### config.mk
export PLATFORM = sky130hd
export DESIGN_NAME = pc_ctrl
export DESIGN_NICKNAME = d
export VERILOG_FILES = /design/src/rtl/pc_ctrl_pkg.sv /design/src/rtl/pc_ret_stack.sv /design/src/rtl/pc_ctrl.sv
export SDC_FILE = /design/constraint.sdc
export NUM_CORES = 1
export LEC_CHECK = 0
export ABC_AREA = 1
export BUFFER_PORTS_ARGS = -buffer_cell sky130_fd_sc_hd__buf_2
export CAP_MARGIN = 20
export CORE_MARGIN = 1
export CORE_UTILIZATION = 54
export CTS_BUF_LIST = sky130_fd_sc_hd__clkbuf_2 sky130_fd_sc_hd__clkbuf_4 sky130_fd_sc_hd__clkbuf_8
export DETAILED_ROUTE_END_ITERATION = 16
export GPL_ROUTABILITY_DRIVEN = 0
export PLACE_DENSITY = 0.76
export SLEW_MARGIN = 15
export SYNTH_ARGS = -nofsm -noshare
export SYNTH_HDL_FRONTEND = slang
export SYNTH_SLANG_ARGS = --single-unit
### constraint.sdc
create_clock -name clk_i -period 4.3 [get_ports clk_i]
set_input_delay 0.215 -clock clk_i [delete_from_list [all_inputs] [get_ports clk_i]]
set_output_delay 0.215 -clock clk_i [all_outputs]
set_load 0.1 [all_outputs]
### src/rtl/pc_ctrl_pkg.sv
// Shared types for the PIC24 program-sequencing unit.
package pc_ctrl_pkg;

  typedef enum logic [2:0] {
    OP_NOP   = 3'd0,
    OP_INC   = 3'd1,
    OP_BRA   = 3'd2,
    OP_LOADL = 3'd3,
    OP_GOTOH = 3'd4,
    OP_CALLH = 3'd5,
    OP_RET   = 3'd6,
    OP_RSVD  = 3'd7
  } pc_op_e;

  typedef enum logic [0:0] {
    ST_IDLE     = 1'b0,
    ST_LOW_HELD = 1'b1
  } pc_state_e;

endpackage

### src/rtl/pc_ret_stack.sv
// Hardware return-address LIFO; pushes when full and pops when empty are ignored.
module pc_ret_stack #(
  parameter int ADDR_W      = 24,
  parameter int STACK_DEPTH = 8,
  parameter int DEPTH_W     = $clog2(STACK_DEPTH + 1)
) (
  input  logic              clk,
  input  logic              rst,
  input  logic              push,
  input  logic              pop,
  input  logic [ADDR_W-1:0] wdata,
  output logic [ADDR_W-1:0] top,
  output logic [DEPTH_W-1:0] depth,
  output logic              full,
  output logic              empty
);

  localparam int PTR_W = $clog2(STACK_DEPTH);
  localparam logic [DEPTH_W-1:0] DEPTH_MAX = DEPTH_W'(STACK_DEPTH);
  localparam logic [DEPTH_W-1:0] DEPTH_ONE = {{(DEPTH_W-1){1'b0}}, 1'b1};

  logic [ADDR_W-1:0]  mem_r [STACK_DEPTH];
  logic [DEPTH_W-1:0] depth_r;
  logic [DEPTH_W-1:0] depth_m1_s;
  logic [PTR_W-1:0]   wr_ptr_s;
  logic [PTR_W-1:0]   top_ptr_s;
  logic               push_ok_s;
  logic               pop_ok_s;

  assign full       = (depth_r == DEPTH_MAX);
  assign empty      = (depth_r == {DEPTH_W{1'b0}});
  assign push_ok_s  = push & ~full;
  assign pop_ok_s   = pop & ~empty;
  assign depth_m1_s = depth_r - DEPTH_ONE;
  assign top_ptr_s  = depth_m1_s[PTR_W-1:0];
  // A simultaneous push and pop overwrites the current top in place.
  assign wr_ptr_s   = pop_ok_s ? top_ptr_s : depth_r[PTR_W-1:0];
  assign top        = mem_r[top_ptr_s];
  assign depth      = depth_r;

  // Occupancy counter.
  always_ff @(posedge clk or posedge rst) begin
    if (rst) begin
      depth_r <= {DEPTH_W{1'b0}};
    end else begin
      case ({push_ok_s, pop_ok_s})
        2'b10:   depth_r <= depth_r + DEPTH_ONE;
        2'b01:   depth_r <= depth_m1_s;
        default: depth_r <= depth_r;
      endcase
    end
  end

  // Entry storage; contents are don't-care after reset.
  always_ff @(posedge clk) begin
    if (push_ok_s || (push && pop_ok_s)) begin
      mem_r[wr_ptr_s] <= wdata;
    end
  end

endmodule

### src/rtl/pc_ctrl.sv
// Program counter with increment, relative branch, two-beat absolute GOTO/CALL and RETURN stack.
module pc_ctrl
  import pc_ctrl_pkg::*;
#(
  parameter int ADDR_W      = 24,
  parameter int DATA_W      = 16,
  parameter int STACK_DEPTH = 8,
  parameter logic [ADDR_W-1:0] RESET_VEC = {ADDR_W{1'b0}}
) (
  input  logic                             clk_i,
  input  logic                             rst_i,
  input  logic                             stall_i,
  input  pc_op_e                           op_i,
  input  logic [DATA_W-1:0]                databus_i,
  input  logic [DATA_W-1:0]                offset_i,
  output logic [ADDR_W-1:0]                pc_addr_o,
  output logic [$clog2(STACK_DEPTH+1)-1:0] stack_depth_o,
  output logic                             pending_o,
  output logic                             stack_ovf_o,
  output logic                             stack_unf_o
);

  localparam int EXT_W   = ADDR_W - DATA_W;
  localparam int DEPTH_W = $clog2(STACK_DEPTH + 1);
  localparam logic [ADDR_W-1:0] PC_STEP  = {{(ADDR_W-2){1'b0}}, 2'b10};
  localparam logic [ADDR_W-1:0] PC_RESET = {RESET_VEC[ADDR_W-1:1], 1'b0};

  pc_state_e         state_r, state_nx_s;
  logic [ADDR_W-1:0] pc_r, pc_nx_s;
  logic [DATA_W-1:0] stage_r, stage_nx_s;
  logic              pending_r;
  logic              ovf_r, ovf_nx_s;
  logic              unf_r, unf_nx_s;
  logic              push_s, pop_s;
  logic [ADDR_W-1:0] pc_plus2_s, bra_tgt_s, abs_tgt_s, off_ext_s;
  logic [ADDR_W-1:0] stk_top_s;
  logic [DEPTH_W-1:0] stk_depth_s;
  logic              stk_full_s, stk_empty_s;

  assign pc_plus2_s = pc_r + PC_STEP;
  assign off_ext_s  = {{EXT_W{offset_i[DATA_W-1]}}, offset_i};
  assign bra_tgt_s  = pc_plus2_s + {off_ext_s[ADDR_W-2:0], 1'b0};
  assign abs_tgt_s  = {databus_i[EXT_W-1:0], stage_r};

  pc_ret_stack #(
    .ADDR_W      (ADDR_W),
    .STACK_DEPTH (STACK_DEPTH),
    .DEPTH_W     (DEPTH_W)
  ) u_stack (
    .clk   (clk_i),
    .rst   (rst_i),
    .push  (push_s),
    .pop   (pop_s),
    .wdata (pc_plus2_s),
    .top   (stk_top_s),
    .depth (stk_depth_s),
    .full  (stk_full_s),
    .empty (stk_empty_s)
  );

  // Sequencing state register.
  always_ff @(posedge clk_i or posedge rst_i) begin
    if (rst_i) begin
      state_r <= ST_IDLE;
    end else begin
      state_r <= state_nx_s;
    end
  end

  // Next-state, next-PC and stack control.
  always_comb begin
    state_nx_s = state_r;
    pc_nx_s    = pc_r;
    stage_nx_s = stage_r;
    ovf_nx_s   = ovf_r;
    unf_nx_s   = unf_r;
    push_s     = 1'b0;
    pop_s      = 1'b0;
    if (!stall_i) begin
      // Every op except LOADL leaves LOW_HELD and discards the staged word.
      state_nx_s = ST_IDLE;
      stage_nx_s = {DATA_W{1'b0}};
      case (op_i)
        OP_INC: pc_nx_s = pc_plus2_s;
        OP_BRA: pc_nx_s = bra_tgt_s;
        OP_LOADL: begin
          stage_nx_s = {databus_i[DATA_W-1:1], 1'b0};
          state_nx_s = ST_LOW_HELD;
        end
        OP_GOTOH: begin
          if (state_r == ST_LOW_HELD) begin
            pc_nx_s = abs_tgt_s;
          end else begin
            pc_nx_s = pc_r;
          end
        end
        OP_CALLH: begin
          if (state_r == ST_LOW_HELD) begin
            pc_nx_s  = abs_tgt_s;
            push_s   = 1'b1;
            ovf_nx_s = ovf_r | stk_full_s;
          end else begin
            pc_nx_s = pc_r;
          end
        end
        OP_RET: begin
          if (stk_empty_s) begin
            pc_nx_s  = PC_RESET;
            unf_nx_s = 1'b1;
          end else begin
            pc_nx_s = stk_top_s;
            pop_s   = 1'b1;
          end
        end
        default: pc_nx_s = pc_r;
      endcase
    end else begin
      state_nx_s = state_r;
    end
  end

  // PC, staged low word, pending indicator and sticky stack flags.
  always_ff @(posedge clk_i or posedge rst_i) begin
    if (rst_i) begin
      pc_r      <= PC_RESET;
      stage_r   <= {DATA_W{1'b0}};
      pending_r <= 1'b0;
      ovf_r     <= 1'b0;
      unf_r     <= 1'b0;
    end else begin
      pc_r      <= {pc_nx_s[ADDR_W-1:1], 1'b0};
      stage_r   <= stage_nx_s;
      pending_r <= (state_nx_s == ST_LOW_HELD);
      ovf_r     <= ovf_nx_s;
      unf_r     <= unf_nx_s;
    end
  end

  assign pc_addr_o     = pc_r;
  assign stack_depth_o = stk_depth_s;
  assign pending_o     = pending_r;
  assign stack_ovf_o   = ovf_r;
  assign stack_unf_o   = unf_r;

endmodule

==> flow_metrics.tcl, run 1 <==
set metrics [dict create \
    n_fill_cell 1660 \
    cts.clk_slew.worst_paths_ns 0.06 \
    synth_top_cell_area_share 0.4719 \
    hold_viol 0 \
    tightest_slew_ns 0.9929 \
    setup_viol 0 \
    start_util 0.5534 \
    synthTopCellsByArea "edfxtp_1 (47%), dfrtp_1 (9.6%), nand2_1 (7.9%)" \
    max_stage_delay_ns 0.77 \
    avgSynthCellArea_um2 9.336 \
    timing.slew.headroom 0.3381 \
    ioPinCount 69 \
    synth_seq_cells 229 \
    place_ws_ns 0.8423 \
    ys_warn_count 0 \
    path_max_fanout 10 \
    crit_family "simple AND/OR/NAND/NOR gates" \
    die_h_um 149.2 \
    port_buffers 67 \
    worst-path-buf-inv 0 \
    drc 0 \
    fin_setup_tns_ns 0 \
    clk_path_buf_depth 3 \
    gr-usage-all-layers 0.3022 \
    outcome "finished, final reports clean" \
    holdCritPathClass "input port to register" \
    cts_num_sinks 229 \
    regArea_um2 6653 \
    cts-htree-levels 2 \
    nets 1410 \
    slew_viol_final 0 \
    rows 53 \
    synth_ff_type "edfxtp_1" \
    synth.cell_area_um2 11710 \
    dp_hpwl_mm 21.41 \
    cts_root_buf "clkbuf_8" \
    yosysSeqAreaShare 0.5681 \
    grt_max_degree 97 \
    vias_per_cell 5.839 \
    path_cells "ha_1 > nand2_1 > nor2_1 > nand2_1 > nor2_2 > xor2_1 > ha_1 > nand2_1 > nor2_1 > nand2_1 > nor2_1 > nor3_1 > nand3b_1 > nand3_1 > nand2_1 > nand2_1 > nand2_1" \
    firstDrtPassIters 6 \
    wirelength_mm 32.51 \
    crit_path_frequent_cell "nand2_1" \
    criticalPathCategory "register to register" \
    grt_overflow 0 \
    async_reset_ff_frac 0.1965 \
    cts_tree "done" \
    cp.arrival_ns 4.05 \
    max_freq_mhz 275.9 \
    synth_nets 1321 \
    ant_nets 0 \
    setup_ws_ns 0.6753 \
    yosys-top-cells-count "nand2_1 (247), edfxtp_1 (184), nor2_1 (180)" \
    die_x_um 149.2 \
    clk_latency_ns 0.53 \
    min_period_ns 3.625 \
    p_leak_nw 5.420 \
    diodes 0 \
    cap_violations 0 \
    yosysTopAreaCell "edfxtp_1" \
    cp-start-kind "register" \
    finalCritPeriodShare 0.8430 \
    grt_pass1_vias 9051 \
    p_per_area_nw_per_um2 653.4 \
    numCtsBuffers 37 \
    grt_setup_unrepaired "no" \
    grt_pass1_wl_mm 50.07 \
    fin_skew_ns 0.01939 \
    drive_above_1_share 0.1415 \
    yosysMostFrequentCell "nand2_1" \
    setup.worst_path.end_class "register" \
    wl_per_cell_um 19.75 \
    synth_cell_types 43 \
    antenna_found_initial 0 \
    drt_iter0_drc 1089 \
    peakVddDrop_mv 0.4408 \
    cp.required_ns 4.72 \
    via_count 9611 \
    synthCells 1254 \
    core-area_um2 21150 \
    critPathSlowestCell "xor2_1" \
    synth_edf_count 184 \
    dieArea_um2 22270 \
    synthToLayoutAreaGrowth_pct 13.01 \
    multiInputGateArea_um2 4384 \
]
-- through the flow --
stage | util | power [mW] | cell area, µm² | cells | hold slack [ns]
after floorplan | - | 5.727 | 11710 | 1254 | 0.3318
after global placement | 0.5838 | 6.643 | 12350 | 1565 | 0.4537
after detailed placement | 0.5838 | 6.721 | 12350 | 1565 | 0.4569
after CTS | 0.6254 | 8.590 | 13230 | 1646 | 0.003945
after global routing | 0.6254 | 9.108 | 13230 | 1646 | 0.03527
final | 0.6254 | 8.645 | 13230 | 1646 | 0.02251
-- tightest hold or removal path: stages --
cell and delay, ns:
buf_2 0.12, inv_1 0.06, o21ai_0 0.08
-- routing by layer --
metal	routed length, µm	vias to the layer above	track usage
li1	-	4476	-
met1	12660	4505	0.3917
met2	15060	532	0.4812
met3	3289	98	0.05902
met4	1512	0	0.1607
met5	0	-	0
-- where the power goes --
part	internal (mW)	switching, mW	leakage [nW]	total [mW]
Sequential	2.66	0.162	2.26	2.83
Clock	1.02	0.863	0.386	1.88
Combinational	1.02	2.91	2.78	3.94
Total	4.71	3.94	5.42	8.65
-- cell type report --
cell class	count	area share
inverter	124	0.03528
clock buffer	52	0.04795
sequential	229	0.5028
tap	275	0.02601
clock inverter	15	0.007944
timing repair buffer	100	0.04861
multi-input combinational	851	0.3314
-- kinds of logic (layout without fill, tap and decap cells) --
| family | after synthesis | count (layout) | synth area share |
|---|---|---|---|
| DFF | 229 | 229 | 0.5681 |
| buffers and inverters | 174 | 291 | 0.06028 |
| xor gates and xnor gates | 17 | 17 | 0.01400 |
| and+or+nand+nor | 547 | 547 | 0.1992 |
| other | 1 | 1 | 0.0003203 |
| adders and majority gates | 29 | 29 | 0.03163 |
| AOI/OAI and AO/OA | 257 | 257 | 0.1264 |
-- cells in the final DEF (no fill, tap or decap), types with 11 or more instances in the layout --
cell / n
nand2_1: 247
edfxtp_1: 184
nor2_1: 172
o21ai_0: 140
inv_1: 115
buf_2: 67
nand3_1: 65
dfrtp_1: 44
clkbuf_8: 39
o211ai_1: 36
a21oi_1: 33
ha_1: 27
buf_4: 17
o22ai_1: 15
o221ai_1: 14
nor2_2: 14
dlygate4sd3_1: 14
clkbuf_4: 13
nand4_1: 11
xor2_1: 11
-- final timing paths --
path	startpoint	end	slack (ns)	cells after the start
worst max register to register	pc_addr_o[2]$_DFFE_PP0P_	pc_addr_o[19]$_DFFE_PP0P_	0.68	17
worst max-delay path	pc_addr_o[2]$_DFFE_PP0P_	pc_addr_o[19]$_DFFE_PP0P_	0.68	17
worst min-delay path	databus_i[2]	stage_r[2]$_DFFE_PP0N_	0.02	3
min in group asynchronous	rst_i	stack_ovf_o$_DFFE_PP0P_	0.42	3
worst min register to register	stack_unf_o$_DFFE_PP0P_	stack_unf_o$_DFFE_PP0P_	0.47	1
max in group asynchronous	rst_i	u_stack.depth[0]$_DFFE_PP0P_	3.31	3
-- state kept, by name, summed over array words and instances, names as in the netlist --
| signal | flops |
|---|---|
| stack_unf_o | 1 |
| pending_o | 1 |
| pc_addr_o | 23 |
| stack_ovf_o | 1 |
| stage_r | 15 |
| u_stack.mem_r | 184 |
| u_stack.depth | 4 |
-- timing repair --
item                      4_1_cts  5_1_grt
buffers inserted                0        0
resized for setup               0        0
hold endpoints to repair       35        0
hold buffers                   14        0
Note: power is estimated with default switching activity, not from simulation.
==> run 2: changes to the inputs <==
- ABC_AREA: 1 -> 0
- clock period: 4.3 -> 3.81 ns (I/O delays scaled with it)
==> flow_metrics.tcl, run 2 <==
set metrics [dict create \
    outcome "finished, final reports clean" \
    stdcell_count 1228 \
    numCtsBuffers 37 \
    p_clk_frac 0.218 \
    dieArea_um2 21040 \
    ff2ff_setup_slack_ns 0.26 \
    finalCritPeriodShare 0.9316 \
    timing.slew.headroom 0.3372 \
    max_stage_delay_ns 0.62 \
    cts_num_sinks 229 \
    path_max_fanout 9 \
    setup.worst_path.end_class "register" \
    crit_family "simple AND/OR/NAND/NOR gates" \
    synth.cell_area_um2 11050 \
    synth_nets 879 \
    cts_tree "done" \
    grt_pass1_vias 7626 \
    dpl-instance-area_um2 11960 \
    p_leak_nw 4.820 \
    dp_hpwl_mm 19.50 \
    synth_ff_type "edfxtp_1" \
    fin_setup_tns_ns 0 \
    vias_per_cell 6.214 \
    rows 51 \
    cp-start-kind "register" \
    p_per_area_nw_per_um2 736.9 \
    min_period_ns 3.549 \
    grt_max_degree 46 \
    stdcell_area_um2 12890 \
    port_buffers 67 \
    firstDrtPassIters 5 \
    antenna_found_initial 0 \
    layout_common_cells "edfxtp_1 (184), buf_2 (67), a21oi_1 (66)" \
    pwr-share-seq 0.340 \
    path_cells "and3_1 > and4_1 > and3_1 > nand2_1 > xnor2_1 > ha_1 > a21oi_1 > inv_1 > a31oi_1 > xnor2_1 > a21oi_1 > a311oi_1" \
    hold_viol 0 \
    slew_viol_final 0 \
    wl_per_cell_um 23.42 \
    synth_edf_count 184 \
    ant_nets 0 \
    yosys-top-cells-count "edfxtp_1 (184), a21oi_1 (66), nand2_1 (59)" \
    cts_root_buf "clkbuf_8" \
    critPathSlowestCell "xnor2_1" \
    core-area_um2 19780 \
    yosysTopAreaCell "edfxtp_1" \
    cp.arrival_ns 3.98 \
    criticalPathCategory "register to register" \
    worst-path-buf-inv 1 \
    tightest_slew_ns 0.9942 \
    p_sw_mw 3.803 \
    grt_pass1_wl_mm 44.42 \
    synthToLayoutAreaGrowth_pct 16.70 \
    nets 1006 \
    regArea_um2 6669 \
    regMostFlops "u_stack.mem_r" \
    cts-htree-levels 2 \
    setup_viol 0 \
    via_count 7631 \
    switching_share 0.4003 \
    max_freq_mhz 281.7 \
    die_h_um 145.0 \
    combPwrFrac 0.442 \
    ys_warn_count 0 \
    drive_above_1_share 0.2555 \
    final_common_cell "edfxtp_1" \
    synth_top_cell_area_share 0.5001 \
    holdCritPathClass "input port to register" \
    synth_seq_cells 229 \
    diodes 0 \
    dp.cells 1147 \
    die_x_um 145.0 \
    n_fill_cell 1457 \
    fin_skew_ns 0.03371 \
    largest_reg_flops 184 \
    clk_latency_ns 0.54 \
    synthTopCellsByArea "edfxtp_1 (50%), dfrtp_1 (10%), mux4_2 (9.4%)" \
    cts.clk_slew.worst_paths_ns 0.06 \
    cap_violations 0 \
    power_mw 9.501 \
    yosysMostFrequentCell "edfxtp_1" \
    final_util 0.6518 \
    avgSynthCellArea_um2 13.61 \
    clk_path_buf_depth 3 \
    ioPinCount 69 \
    p_int_mw 5.698 \
    async_reset_ff_frac 0.1965 \
    wirelength_mm 28.76 \
    grt_setup_unrepaired "no" \
    synthCells 812 \
    synth_cell_types 66 \
    drt_iter0_drc 756 \
    yosysSeqAreaShare 0.6020 \
    post_cts_buffers 0 \
    grt_overflow 0 \
    peakVddDrop_mv 0.5863 \
    drc 0 \
    cp.required_ns 4.24 \
    multiInputGateArea_um2 4239 \
    gr-usage-all-layers 0.2806 \
    start_util 0.5585 \
]
run 2: final timing paths:
check                                    startpoint                   endpoint  cells past startpoint
setup / recovery           pc_addr_o[5]$_DFFE_PP0P_  pc_addr_o[19]$_DFFE_PP0P_                     12
hold / removal                         databus_i[0]  pc_addr_o[16]$_DFFE_PP0P_                      5
setup reg to reg           pc_addr_o[5]$_DFFE_PP0P_  pc_addr_o[19]$_DFFE_PP0P_                     12
hold reg to reg             stack_unf_o$_DFFE_PP0P_    stack_unf_o$_DFFE_PP0P_                      1
max in group asynchronous                     rst_i   pc_addr_o[2]$_DFFE_PP0P_                      4
min in group asynchronous                     rst_i  pc_addr_o[22]$_DFFE_PP0P_                      3
run 2: worst register-to-register path, stage by stage (launching register included):
cell      delay (ns)
dfrtp_2         0.41
and3_1          0.18
and4_1          0.29
and3_1          0.29
nand2_1         0.16
xnor2_1         0.62
ha_1            0.45
a21oi_1         0.36
inv_1           0.07
a31oi_1         0.18
xnor2_1         0.14
a21oi_1         0.08
a311oi_1        0.22
run 2: stage by stage:
step	setup slack, ns	hold slack (ns)
after global routing	0.009561	0.1618
after global placement	0.2893	0.4091
after floorplan	0.03244	0.3189
final	0.2605	0.1476
after CTS	0.2495	0.1160
after detailed placement	0.2497	0.4210
run 2: area by class of cell:
cell class	instances	share of cell area
repair buffers	126	0.06735
clock inverters	10	0.005628
well taps	265	0.02572
inverters	19	0.005531
flip-flops and latches	229	0.5172
multi-input cells	526	0.3288
clock buffers	53	0.04978
run 2: per-layer routing:
| layer | global-route usage | up-vias | wire length [µm] |
|---|---|---|---|
| li1 | - | 3410 | - |
| met3 | 0.06384 | 53 | 2700 |
| met1 | 0.4004 | 3781 | 12120 |
| met5 | 0 | - | 0 |
| met2 | 0.4308 | 387 | 13330 |
| met4 | 0.08457 | 0 | 614 |
run 2: logic make-up (layout without fill, tap and decap cells):
logic type | count (synthesis) | after routing | share of synthesized area
flops | 229 | 229 | 0.6020
compound gates | 204 | 204 | 0.1153
simple gates | 186 | 186 | 0.08222
mux | 65 | 65 | 0.1110
buf+inv | 57 | 208 | 0.02174
xor+xnor | 41 | 41 | 0.03386
fa+ha+maj | 29 | 29 | 0.03352
other cells | 1 | 1 | 0.0003394
run 2: power groups by stage:
stage	clock network, mW	logic [mW]	registers (mW)
floorplan	0	2.36	3.97
global placement	0	4.07	3.26
detailed placement	0	4.13	3.27
CTS	2.11	4.16	3.22
global route	2.21	4.47	3.25
finish	2.07	4.20	3.23
run 2: what timing repair did:
item	in CTS	in global routing
endpoints found under the hold margin	60	0
endpoints found under the setup margin	0	7
resized for setup	0	5
hold buffers	16	0
